==> src/rtl/lsu_stage_if.sv <==
// rtl/lsu_stage_if.sv - request/response and data-memory bus bundle for lsu_stage
interface lsu_stage_if;
  // execute-side request
  logic        start;
  logic [31:0] addr;
  logic [31:0] wdata;
  logic [2:0]  funct3;
  logic        is_store;
  // writeback-side response
  logic        ready;
  logic        done;
  logic [31:0] rdata;
  logic        misaligned;
  logic        illegal;
  // data memory request/grant/response
  logic        mem_req;
  logic        mem_we;
  logic [31:0] mem_addr;
  logic [3:0]  mem_wstrb;
  logic [31:0] mem_wdata;
  logic        mem_gnt;
  logic        mem_rvalid;
  logic [31:0] mem_rdata;

  modport slave (
    input  start, addr, wdata, funct3, is_store,
    input  mem_gnt, mem_rvalid, mem_rdata,
    output ready, done, rdata, misaligned, illegal,
    output mem_req, mem_we, mem_addr, mem_wstrb, mem_wdata
  );

  modport master (
    output start, addr, wdata, funct3, is_store,
    output mem_gnt, mem_rvalid, mem_rdata,
    input  ready, done, rdata, misaligned, illegal,
    input  mem_req, mem_we, mem_addr, mem_wstrb, mem_wdata
  );
endinterface

==> src/rtl/lsu_stage.sv <==
// rtl/lsu_stage.sv - RV32I load/store stage against a word-wide request/grant memory
module lsu_stage (
  input  logic        clk,
  input  logic        rst_n,
  lsu_stage_if.slave  bus
);

  typedef enum logic [1:0] {IDLE, REQ, WAIT, RESP} state_t;

  state_t      state;
  logic [2:0]  funct3_q;
  logic [1:0]  addr_lo_q;
  logic        store_q;

  logic        req_illegal;
  logic        req_misaligned;
  logic [3:0]  req_wstrb;
  logic [31:0] req_wdata;
  logic [31:0] lane;
  logic [31:0] load_ext;

  // classify the incoming request and build lane strobes / replicated store data
  always_comb begin
    req_illegal    = (bus.funct3 == 3'b011) || (bus.funct3[2:1] == 2'b11) ||
                     (bus.is_store && bus.funct3[2]);
    req_misaligned = ((bus.funct3[1:0] == 2'b01) && bus.addr[0]) ||
                     ((bus.funct3 == 3'b010) && (bus.addr[1:0] != 2'b00));
    req_wstrb      = 4'b0000;
    req_wdata      = bus.wdata;
    case (bus.funct3[1:0])
      2'b00: begin
        req_wstrb = 4'b0001 << bus.addr[1:0];
        req_wdata = {4{bus.wdata[7:0]}};
      end
      2'b01: begin
        req_wstrb = bus.addr[1] ? 4'b1100 : 4'b0011;
        req_wdata = {2{bus.wdata[15:0]}};
      end
      default: begin
        req_wstrb = 4'b1111;
        req_wdata = bus.wdata;
      end
    endcase
    // loads never drive byte enables
    if (!bus.is_store)
      req_wstrb = 4'b0000;
  end

  // shift the addressed lane down and extend it per the latched access type
  always_comb begin
    lane     = bus.mem_rdata >> {addr_lo_q, 3'b000};
    load_ext = lane;
    case (funct3_q)
      3'b000:  load_ext = {{24{lane[7]}}, lane[7:0]};
      3'b001:  load_ext = {{16{lane[15]}}, lane[15:0]};
      3'b100:  load_ext = {24'h000000, lane[7:0]};
      3'b101:  load_ext = {16'h0000, lane[15:0]};
      default: load_ext = lane;
    endcase
  end

  // control FSM; every output is a register so memory inputs never reach outputs combinationally
  always_ff @(posedge clk or negedge rst_n) begin
    if (!rst_n) begin
      state          <= IDLE;
      funct3_q       <= 3'b000;
      addr_lo_q      <= 2'b00;
      store_q        <= 1'b0;
      bus.ready      <= 1'b1;
      bus.done       <= 1'b0;
      bus.rdata      <= 32'h0;
      bus.misaligned <= 1'b0;
      bus.illegal    <= 1'b0;
      bus.mem_req    <= 1'b0;
      bus.mem_we     <= 1'b0;
      bus.mem_addr   <= 32'h0;
      bus.mem_wstrb  <= 4'b0000;
      bus.mem_wdata  <= 32'h0;
    end else begin
      case (state)
        IDLE: begin
          if (bus.start) begin
            funct3_q      <= bus.funct3;
            addr_lo_q     <= bus.addr[1:0];
            store_q       <= bus.is_store;
            bus.ready     <= 1'b0;
            bus.mem_we    <= bus.is_store;
            bus.mem_addr  <= {bus.addr[31:2], 2'b00};
            bus.mem_wstrb <= req_wstrb;
            bus.mem_wdata <= req_wdata;
            if (req_illegal) begin
              bus.illegal <= 1'b1;
              bus.done    <= 1'b1;
              state       <= RESP;
            end else if (req_misaligned) begin
              bus.misaligned <= 1'b1;
              bus.done       <= 1'b1;
              state          <= RESP;
            end else begin
              bus.mem_req <= 1'b1;
              state       <= REQ;
            end
          end
        end
        REQ: begin
          if (bus.mem_gnt) begin
            bus.mem_req <= 1'b0;
            if (store_q) begin
              bus.done <= 1'b1;
              state    <= RESP;
            end else begin
              state <= WAIT;
            end
          end
        end
        WAIT: begin
          if (bus.mem_rvalid) begin
            bus.rdata <= load_ext;
            bus.done  <= 1'b1;
            state     <= RESP;
          end
        end
        RESP: begin
          bus.done       <= 1'b0;
          bus.illegal    <= 1'b0;
          bus.misaligned <= 1'b0;
          bus.ready      <= 1'b1;
          state          <= IDLE;
        end
        default: state <= IDLE;
      endcase
    end
  end

endmodule

==> src/flat_wrapper.sv <==
// flat-port wrapper written by rule: the top's interface ports become plain ports
module lsu_stage_flat 
  (clk, rst_n, bus_start, bus_addr, bus_wdata, bus_funct3, bus_is_store, bus_mem_gnt, bus_mem_rvalid, bus_mem_rdata, bus_ready, bus_done, bus_rdata, bus_misaligned, bus_illegal, bus_mem_req, bus_mem_we, bus_mem_addr, bus_mem_wstrb, bus_mem_wdata);
  lsu_stage_if bus_i ();
  input  logic clk;
  input  logic rst_n;
  input wire logic [$bits(bus_i.start)-1:0] bus_start;
  input wire logic [$bits(bus_i.addr)-1:0] bus_addr;
  input wire logic [$bits(bus_i.wdata)-1:0] bus_wdata;
  input wire logic [$bits(bus_i.funct3)-1:0] bus_funct3;
  input wire logic [$bits(bus_i.is_store)-1:0] bus_is_store;
  input wire logic [$bits(bus_i.mem_gnt)-1:0] bus_mem_gnt;
  input wire logic [$bits(bus_i.mem_rvalid)-1:0] bus_mem_rvalid;
  input wire logic [$bits(bus_i.mem_rdata)-1:0] bus_mem_rdata;
  output wire logic [$bits(bus_i.ready)-1:0] bus_ready;
  output wire logic [$bits(bus_i.done)-1:0] bus_done;
  output wire logic [$bits(bus_i.rdata)-1:0] bus_rdata;
  output wire logic [$bits(bus_i.misaligned)-1:0] bus_misaligned;
  output wire logic [$bits(bus_i.illegal)-1:0] bus_illegal;
  output wire logic [$bits(bus_i.mem_req)-1:0] bus_mem_req;
  output wire logic [$bits(bus_i.mem_we)-1:0] bus_mem_we;
  output wire logic [$bits(bus_i.mem_addr)-1:0] bus_mem_addr;
  output wire logic [$bits(bus_i.mem_wstrb)-1:0] bus_mem_wstrb;
  output wire logic [$bits(bus_i.mem_wdata)-1:0] bus_mem_wdata;
  assign bus_i.start = bus_start;
  assign bus_i.addr = bus_addr;
  assign bus_i.wdata = bus_wdata;
  assign bus_i.funct3 = bus_funct3;
  assign bus_i.is_store = bus_is_store;
  assign bus_i.mem_gnt = bus_mem_gnt;
  assign bus_i.mem_rvalid = bus_mem_rvalid;
  assign bus_i.mem_rdata = bus_mem_rdata;
  assign bus_ready = bus_i.ready;
  assign bus_done = bus_i.done;
  assign bus_rdata = bus_i.rdata;
  assign bus_misaligned = bus_i.misaligned;
  assign bus_illegal = bus_i.illegal;
  assign bus_mem_req = bus_i.mem_req;
  assign bus_mem_we = bus_i.mem_we;
  assign bus_mem_addr = bus_i.mem_addr;
  assign bus_mem_wstrb = bus_i.mem_wstrb;
  assign bus_mem_wdata = bus_i.mem_wdata;
  lsu_stage u_core (.clk(clk), .rst_n(rst_n), .bus(bus_i));
endmodule
==> config.mk <==
export PLATFORM = sky130hd
export DESIGN_NAME = lsu_stage_flat
export DESIGN_NICKNAME = d
export VERILOG_FILES = /design/src/rtl/lsu_stage_if.sv /design/src/rtl/lsu_stage.sv /design/src/flat_wrapper.sv
export SDC_FILE = /design/constraint.sdc
export NUM_CORES = 1
export LEC_CHECK = 0
export ABC_CLOCK_PERIOD_IN_PS = 3100
export CAP_MARGIN = 10
export CORE_MARGIN = 1.5
export CORE_UTILIZATION = 47
export CTS_CLUSTER_DIAMETER = 30
export DETAILED_ROUTE_END_ITERATION = 8
export HOLD_SLACK_MARGIN = 0.12
export MAX_ROUTING_LAYER = met4
export PLACE_DENSITY = 0.95
export SYNTH_ARGS = -nofsm -noshare
export SYNTH_HDL_FRONTEND = slang
export SYNTH_SLANG_ARGS = --single-unit
==> constraint.sdc <==
create_clock -name clk -period 3.1 [get_ports clk]
set_clock_uncertainty 0.2 [all_clocks]
set_input_delay 0.465 -clock clk [delete_from_list [all_inputs] [get_ports clk]]
set_output_delay 0.465 -clock clk [all_outputs]
set_load 0.05 [all_outputs]
==> results by group, run 1 <==
Floorplanning
  – Starting Density: just under 50%
  – Io pins: between 200 and 250
  – Die area: approximately 0.012 mm2
  – Die height: 108 um
  – Core area: 0.0108 mm2
  – Die X: ~110 um
  – Num rows: 38

Logic synthesis
  – XOR/XNOR Fraction of Synth Area: 0%
  – Yosys top cell by area: dfrtp_1
  – Share of the synthesized area in compound gates (AO/OA/AOI/OAI): 13.9%
  – Synthesized flop and latch total: ~110
  – Ys Warns: 0
  – Adder-Cell Fraction of Synth Area: 1.20%
  – Mapped Cells: ~460
  – Post-synth EDFFs: 0
  – Yosys top cell area share: 52.8%
  – Largest family of logic cells by synthesized area: multiplexers
  – Synth Cell Area: between 0.005 and 0.006 mm2
  – Syn_area_per_cell: about 11 um2
  – Post-synthesis mux area share: ~20%
  – FFs w/ async S/R, synth: 100%
  – Synth Flop Type: dfrtp_1
  – Sequential share of the synthesized area: 53.3%
  – Synth Area in Simple Gates: 7.77%
  – Largest cells by area after synthesis: dfrtp_1 (53%), mux2_2 (11%), mux2i_1 (8.3%), o21ai_0 (3.8%), nand2_1 (3.8%)
  – Yosys cell types: 43

Timing
  – Final Hold Fails: 0
  – Final setup violation count: 0
  – F_max: ~420 MHz
  – Setup tns final: 0 ns
  – Slew headroom: between 40% and 50%
  – Final Max Slew Viols: 0
  – Tmin final: between 2 and 2.5 ns
  – RSZ-0062 raised after global routing: false
  – Worst Tran Pin Value: slightly above 0.8 ns
  – Hold Slack: 0.290 ns
  – Final Cycle Share: 77.4%

Drt
  – Vias/cell: 5.63
  – Drt total wl: about 15000 um
  – DRC errors left: 0
  – Routed len/inst: ~19 um
  – Initial DRC Count: ~300
  – Vias: ~4500
  – DRT Pass-1 Iters: 4
  – Antenna-violating nets left: 0

Worst setup path
  – Worst path depth: 1
  – CP endpoint: bus_ready
  – Buf/Inv on CP: 1
  – CP delay by family, top: buffers and inverters
  – Nature of the critical path startpoint: flop
  – Max incr delay on CP: 0.81 ns
  – Slowest CP cell: clkdlybuf4s50_1
  – Data arrival, critical path: between 1.5 and 2 ns
  – Critical Path Sink Type: primary output
  – Reg-to-Reg Start: u_core.state[0]$_DFFE_PN0P_
  – Required @ worst endpoint: around 2.4 ns
  – Worst R2R Setup Slack: about 0.8 ns
  – R2R Path End: u_core.bus.mem_wdata[27]$_DFFE_PN0P_
  – Crit Path Class: reg -> out
  – Cell Chain, Critical Path: clkdlybuf4s50_1
  – FF-to-FF path depth: 7
  – Worst setup path startpoint: u_core.bus.ready$_DFFE_PN1P_
  – Max Fanout on Critical Path: 3

Clocking
  – Setup bufs post-CTS: 0
  – CTS sink count: about 110
  – Maximum clock path buffer count: 2
  – CTS Hold Bufs: 1
  – Worst-Skew Late Latency: between 0.3 and 0.4 ns
  – Htree depth: 3
  – Clk slew on worst S/H paths: 0.10 ns
  – Post-cts sizing count: 0
  – CTS root buf: clkbuf_8
  – CTS tree: yes
  – Inserted Clock Buffers: 9

Global routing
  – Initial antenna violation count: 0
  – Global-route wire length before repair: between 20000 and 25000 um
  – Met2 GRT Util: between 40% and 50%
  – Gr usage total: 26.9%
  – Grt ovf: 0
  – Largest net degree at the start of global routing: 66
  – GRT met1 Usage: between 20 and 30%
  – Met3 usage: 6.57%
  – Vias in the first global route: around 4800
  – GRT Max-Usage Layer: met2

Placed design
  – HPWL after detailed placement: approximately 12000 um
  – RePlAce Congestion: 0.901
  – Port Buf Inserts: between 200 and 250

Worst hold path
  – Hold_sp: u_core.bus.mem_wdata[30]$_DFFE_PN0P_
  – Hold crit path type: reg -> reg
  – Hold Crit Depth: 2

Cells and area
  – Area grow syn2layout: 46.8%
  – Share of cells above drive strength 1: roughly 14%
  – Ant. Diodes: 0
  – Nets@finish: 770
  – Fill cells: a little under 800

Pwr
  – PD cells: approximately 1200 mW/mm2
  – Leakage: 3.30 nW
  – Maximum VDD drop: 0.000871 V

Flow run
  – Max-capacitance violation count: 0

Run status
  – Outcome: finished clean
## area by class of cell
type                    count  area [um2]  share of cell area [%]
repair buffers            220        2210                    28.9
flip-flops and latches    111        2780                    36.3
clock buffers              10         138                    1.80
clock inverters             6        66.3                   0.866
inverters                   8        30.0                   0.392
multi-input cells         310        2260                    29.5
well taps                 140         175                    2.29
## tightest hold or removal path, stage by stage (launching register included)
cell and delay [ns]:
dfrtp_1 0.36, nand2_1 0.05, o21ai_0 0.06
## cell usage after synthesis (all sizes together) (4+ instances only)
cell	count
dfrtp	110
mux2	53
nand2	53
mux2i	43
o21ai	40
nor2	30
a21oi	28
clkbuf	18
buf	17
a221o	16
inv	8
o2bb2ai	8
ha	5
nor3	4
## report_power, final
| group | switching [mW] | internal [mW] |
|---|---|---|
| Combinational | 3.48 | 2.00 |
| Clock | 0.491 | 0.401 |
| Sequential | 0.498 | 2.13 |
| Total | 4.47 | 4.54 |
## metal layers
layer / share of wire, % / vias up
li1: - / 2040
met1: 38 / 2227
met2: 52 / 227
met3: 8.0 / 39
met4: 2.5 / 0
met5: 0 / -
## how the worst min path moves through the flow
stage / to / slack, ns
after floorplan: u_core.addr_lo_q[0]$_DFFE_PN0P_ / -0.03
after global placement: u_core.bus.mem_wdata[11]$_DFFE_PN0P_ / 0.26
after detailed placement: u_core.bus.mem_wdata[30]$_DFFE_PN0P_ / 0.27
after CTS: u_core.bus.mem_wdata[30]$_DFFE_PN0P_ / 0.30
after global routing: u_core.bus.mem_wdata[30]$_DFFE_PN0P_ / 0.32
final: u_core.bus.mem_wdata[30]$_DFFE_PN0P_ / 0.29
## metrics by stage
stage	std cells	worst slack (ns)	power, mW	util [%]	instance area (um2)
2_1_floorplan	464	1.13	6.18	-	5220
3_3_place_gp	788	0.653	7.93	68.7	7440
3_5_place_dp	788	0.570	8.13	68.7	7440
4_1_cts	805	0.677	9.04	70.6	7660
5_1_grt	805	0.635	9.41	70.6	7660
6_report	805	0.700	9.01	70.6	7660
## registers in the layout, summed over array words and instances, names as in the netlist
register and flops:
u_core.funct3_q 3, u_core.addr_lo_q 2, u_core.bus.done 1, u_core.bus.mem_wdata 32
u_core.bus.mem_we 1, u_core.bus.ready 1, u_core.bus.mem_wstrb 4, u_core.bus.mem_addr 30
u_core.bus.illegal 1, u_core.bus.rdata 32, u_core.state 2, u_core.bus.mem_req 1
u_core.bus.misaligned 1
## cells by family (layout without fill, tap and decap cells)
logic type | count (synthesis) | after routing
flip-flops | 111 | 111
AO/OA/AOI/OAI | 109 | 109
multiplexers | 97 | 97
AND/OR/NAND/NOR | 97 | 97
buffers and inverters | 43 | 244
adder cells (fa/ha/maj) | 5 | 5
other | 1 | 2
## cells in the final DEF (no fill, tap or decap), types with 5 or more instances in the layout
master / netlist / routed
a21oi_1: 28 / 28
mux2i_1: 43 / 43
mux2_2: 53 / 53
ha_1: 5 / 5
nand2_1: 53 / 52
clkbuf_8: 0 / 10
dfrtp_1: 110 / 110
o2bb2ai_1: 8 / 8
inv_1: 8 / 8
a221o_1: 10 / 10
o21ai_0: 40 / 40
clkdlybuf4s50_1: 0 / 207
nor2_1: 29 / 29
buf_4: 3 / 9
a221o_2: 6 / 6
Note: power is estimated with default switching activity, not from simulation.
==> run 2, diff against run 1 <==
--- a/config.mk
+++ b/config.mk
@@ -5,15 +5,15 @@
 export SDC_FILE = /design/constraint.sdc
 export NUM_CORES = 1
 export LEC_CHECK = 0
-export ABC_CLOCK_PERIOD_IN_PS = 3100
+export ABC_CLOCK_PERIOD_IN_PS = 2400
 export CAP_MARGIN = 10
 export CORE_MARGIN = 1.5
-export CORE_UTILIZATION = 47
+export CORE_UTILIZATION = 44
 export CTS_CLUSTER_DIAMETER = 30
 export DETAILED_ROUTE_END_ITERATION = 8
 export HOLD_SLACK_MARGIN = 0.12
 export MAX_ROUTING_LAYER = met4
-export PLACE_DENSITY = 0.95
+export PLACE_DENSITY = 0.9
 export SYNTH_ARGS = -nofsm -noshare
 export SYNTH_HDL_FRONTEND = slang
 export SYNTH_SLANG_ARGS = --single-unit
==> constraint.sdc (replaced) <==
create_clock -name clk -period 2.4 [get_ports clk]
set_clock_uncertainty 0.2 [all_clocks]
set_input_delay 0.36 -clock clk [delete_from_list [all_inputs] [get_ports clk]]
set_output_delay 0.36 -clock clk [all_outputs]
set_load 0.05 [all_outputs]
==> results by group, run 2 (synthesis gave the netlist of run 1 again) <==
Timing
  – Setup tns final: 0 ns (unchanged)
  – Final Hold Fails: 0 (unchanged)
  – Final setup violation count: 0 (unchanged)
  – Final Cycle Share: a little over nine tenths
  – Tmin final: 2.26 ns
  – Setup ws final: 0.141 ns (was 0.700 ns)
  – F_max: ~440 MHz
  – RSZ-0062 raised after global routing: false (unchanged)
  – Hold Slack: 0.169 ns (was 0.290 ns)
  – Slew headroom: 57.9% (was 44.6%)
  – Final Max Slew Viols: 0 (unchanged)
  – Worst Tran Pin Value: 0.630 ns (was 0.831 ns)

Clocking
  – CTS tree: yes (unchanged)
  – Worst-Skew Late Latency: 0.34 ns (was 0.36 ns)
  – CTS root buf: clkbuf_16 (was clkbuf_8)
  – Setup bufs post-CTS: 0 (unchanged)
  – Maximum clock path buffer count: 2 (unchanged)
  – Clk slew on worst S/H paths: 0.07 ns (was 0.10 ns)
  – Inserted Clock Buffers: 9 (unchanged)
  – Htree depth: 3 (unchanged)
  – CTS sink count: 111 (unchanged)

Global routing
  – Met2 GRT Util: 43.6% (was 47.6%)
  – GRT met1 Usage: 30.1% (was 29.3%)
  – Largest net degree at the start of global routing: 55 (was 66)
  – Met3 usage: 6.91% (was 6.57%)
  – Grt ovf: 0 (unchanged)
  – Global-route wire length before repair: 24400 um (was 23500 um)
  – Gr usage total: 25.6% (was 26.9%)
  – Vias in the first global route: 4620 (was 4764)
  – GRT Max-Usage Layer: met2 (unchanged)
  – Initial antenna violation count: 0 (unchanged)

Floorplanning
  – Num rows: 39 (was 38)
  – Die area: 0.0125 mm2 (was 0.0117 mm2)
  – Die X: 112 um (was 108 um)
  – Starting Density: 45.5% (was 48.1%)
  – Core area: 0.0115 mm2 (was 0.0108 mm2)
  – Io pins: 211 (unchanged)
  – Die height: 112 um (was 108 um)

Worst setup path
  – Max incr delay on CP: 0.80 ns (was 0.81 ns)
  – Required @ worst endpoint: 1.84 ns (was 2.43 ns)
  – Crit Path Class: reg -> out (unchanged)
  – Nature of the critical path startpoint: flop (unchanged)
  – Critical Path Sink Type: primary output (unchanged)
  – Worst R2R Setup Slack: 0.22 ns (was 0.80 ns)
  – Cell Chain, Critical Path: clkdlybuf4s50_1 (unchanged)
  – Data arrival, critical path: 1.70 ns (was 1.73 ns)
  – Slowest CP cell: clkdlybuf4s50_1 (unchanged)
  – Max Fanout on Critical Path: 3 (unchanged)
  – CP delay by family, top: buffers and inverters (unchanged)
  – Buf/Inv on CP: 1 (unchanged)

Pwr
  – Leakage: 3.39 nW (was 3.30 nW)
  – Maximum VDD drop: 0.00113 V (was 0.000871 V)
  – PD cells: 1530 mW/mm2 (was 1180 mW/mm2)

Cells and area
  – Commonest cells after routing, fill and taps aside: clkdlybuf4s50_1 (206), dfrtp_1 (110), mux2_2 (53), nand2_1 (52), mux2i_1 (43) (was clkdlybuf4s50_1 (207), dfrtp_1 (110), mux2_2 (53), nand2_1 (52), mux2i_1 (43))
  – Nets@finish: 781 (was 770)
  – Share of cells above drive strength 1: 15.7% (was 14.1%)
  – Area grow syn2layout: 49.8% (was 46.8%)
  – Commonest non-fill, non-tap cell in the layout: clkdlybuf4s50_1 (unchanged)
  – Ant. Diodes: 0 (unchanged)
  – Largest registers: u_core.bus.mem_wdata: 32 flops, u_core.bus.rdata: 32 flops, u_core.bus.mem_addr: 30 flops (unchanged)
  – Fill cells: 820 (was 780)
  – Fin area: 0.00782 mm2 (was 0.00766 mm2)

Drt
  – Antenna-violating nets left: 0 (unchanged)
  – DRT Pass-1 Iters: 4 (unchanged)
  – Drt total wl: 15100 um (was 15200 um)
  – Initial DRC Count: 293 (was 301)
  – Routed len/inst: 18.4 um (was 18.9 um)
  – Vias: 4472 (was 4533)
  – Vias/cell: 5.46 (was 5.63)
  – DRC errors left: 0 (unchanged)

Placed design
  – RePlAce Congestion: 0.897 (was 0.901)
  – Area post-placement: 0.00751 mm2 (was 0.00744 mm2)
  – Pre-CTS WS: 0.0734 ns (was 0.570 ns)
  – HPWL after detailed placement: 11500 um (was 11600 um)
  – Port Buf Inserts: 208 (unchanged)

Flow run
  – Max-capacitance violation count: 0 (unchanged)

Worst hold path
  – Hold crit path type: in -> reg (was reg -> reg)

Run status
  – Outcome: finished clean (unchanged)
[run 2: final timing paths]
check | startpoint | end | depth (start not counted)
hold reg to reg | u_core.bus.mem_wdata[21]$_DFFE_PN0P_ | u_core.bus.mem_wdata[21]$_DFFE_PN0P_ | 2
setup / recovery | u_core.bus.ready$_DFFE_PN1P_ | bus_ready | 1
min in group asynchronous | rst_n | u_core.bus.mem_addr[2]$_DFFE_PN0P_ | 2
setup reg to reg | u_core.state[0]$_DFFE_PN0P_ | u_core.bus.rdata[26]$_DFFE_PN0P_ | 6
hold / removal | bus_funct3[1] | u_core.funct3_q[1]$_DFFE_PN0P_ | 2
max in group asynchronous | rst_n | u_core.bus.ready$_DFFE_PN1P_ | 3
[run 2: final cells by class]
type                            count  area (um2)  share of cell area (%)
Tap cell                          143         179                    2.29
Clock buffer                        9         225                    2.88
Multi-Input combinational cell    310        2260                    28.9
Clock inverter                      7        70.1                   0.896
Timing Repair Buffer              231        2270                    29.1
Inverter                            8        30.0                   0.384
Sequential cell                   111        2780                    35.6
[run 2: repair_timing]
action | CTS | global route
gates resized for setup | 0 | 0
hold endpoints to repair | 29 | 0
hold buffers | 1 | 0
[run 2: where the power goes]
group / total (mW) / internal (mW) / switching [mW]
clock network: 1.49 / 0.811 / 0.674
logic: 7.12 / 2.61 / 4.51
registers: 3.34 / 2.76 / 0.579
total: 11.9 / 6.19 / 5.76
[run 2: per-stage QoR]
| stage | power [mW] | instances | util (%) |
|---|---|---|---|
| 6_report | 11.9 | 819 | 68.2 |
| 5_1_grt | 12.5 | 819 | 68.2 |
| 4_1_cts | 12.0 | 819 | 68.2 |
| 3_5_place_dp | 10.5 | 802 | 65.5 |
| 3_3_place_gp | 10.3 | 802 | 65.5 |
| 2_1_floorplan | 7.98 | 464 | - |
[run 2: layer usage]
layer / up-vias / part of all wire [%]
li1: 2066 / -
met1: 2172 / 40
met2: 217 / 51
met3: 17 / 7.6
met4: 0 / 1.5
met5: - / 0
==> run 3, diff against run 2 <==
--- a/config.mk
+++ b/config.mk
@@ -6,7 +6,6 @@
 export NUM_CORES = 1
 export LEC_CHECK = 0
 export ABC_CLOCK_PERIOD_IN_PS = 2400
-export CAP_MARGIN = 10
 export CORE_MARGIN = 1.5
 export CORE_UTILIZATION = 44
 export CTS_CLUSTER_DIAMETER = 30
==> results of run 3 <==
Final layout, timing and power as in run 2 (identical DEF).
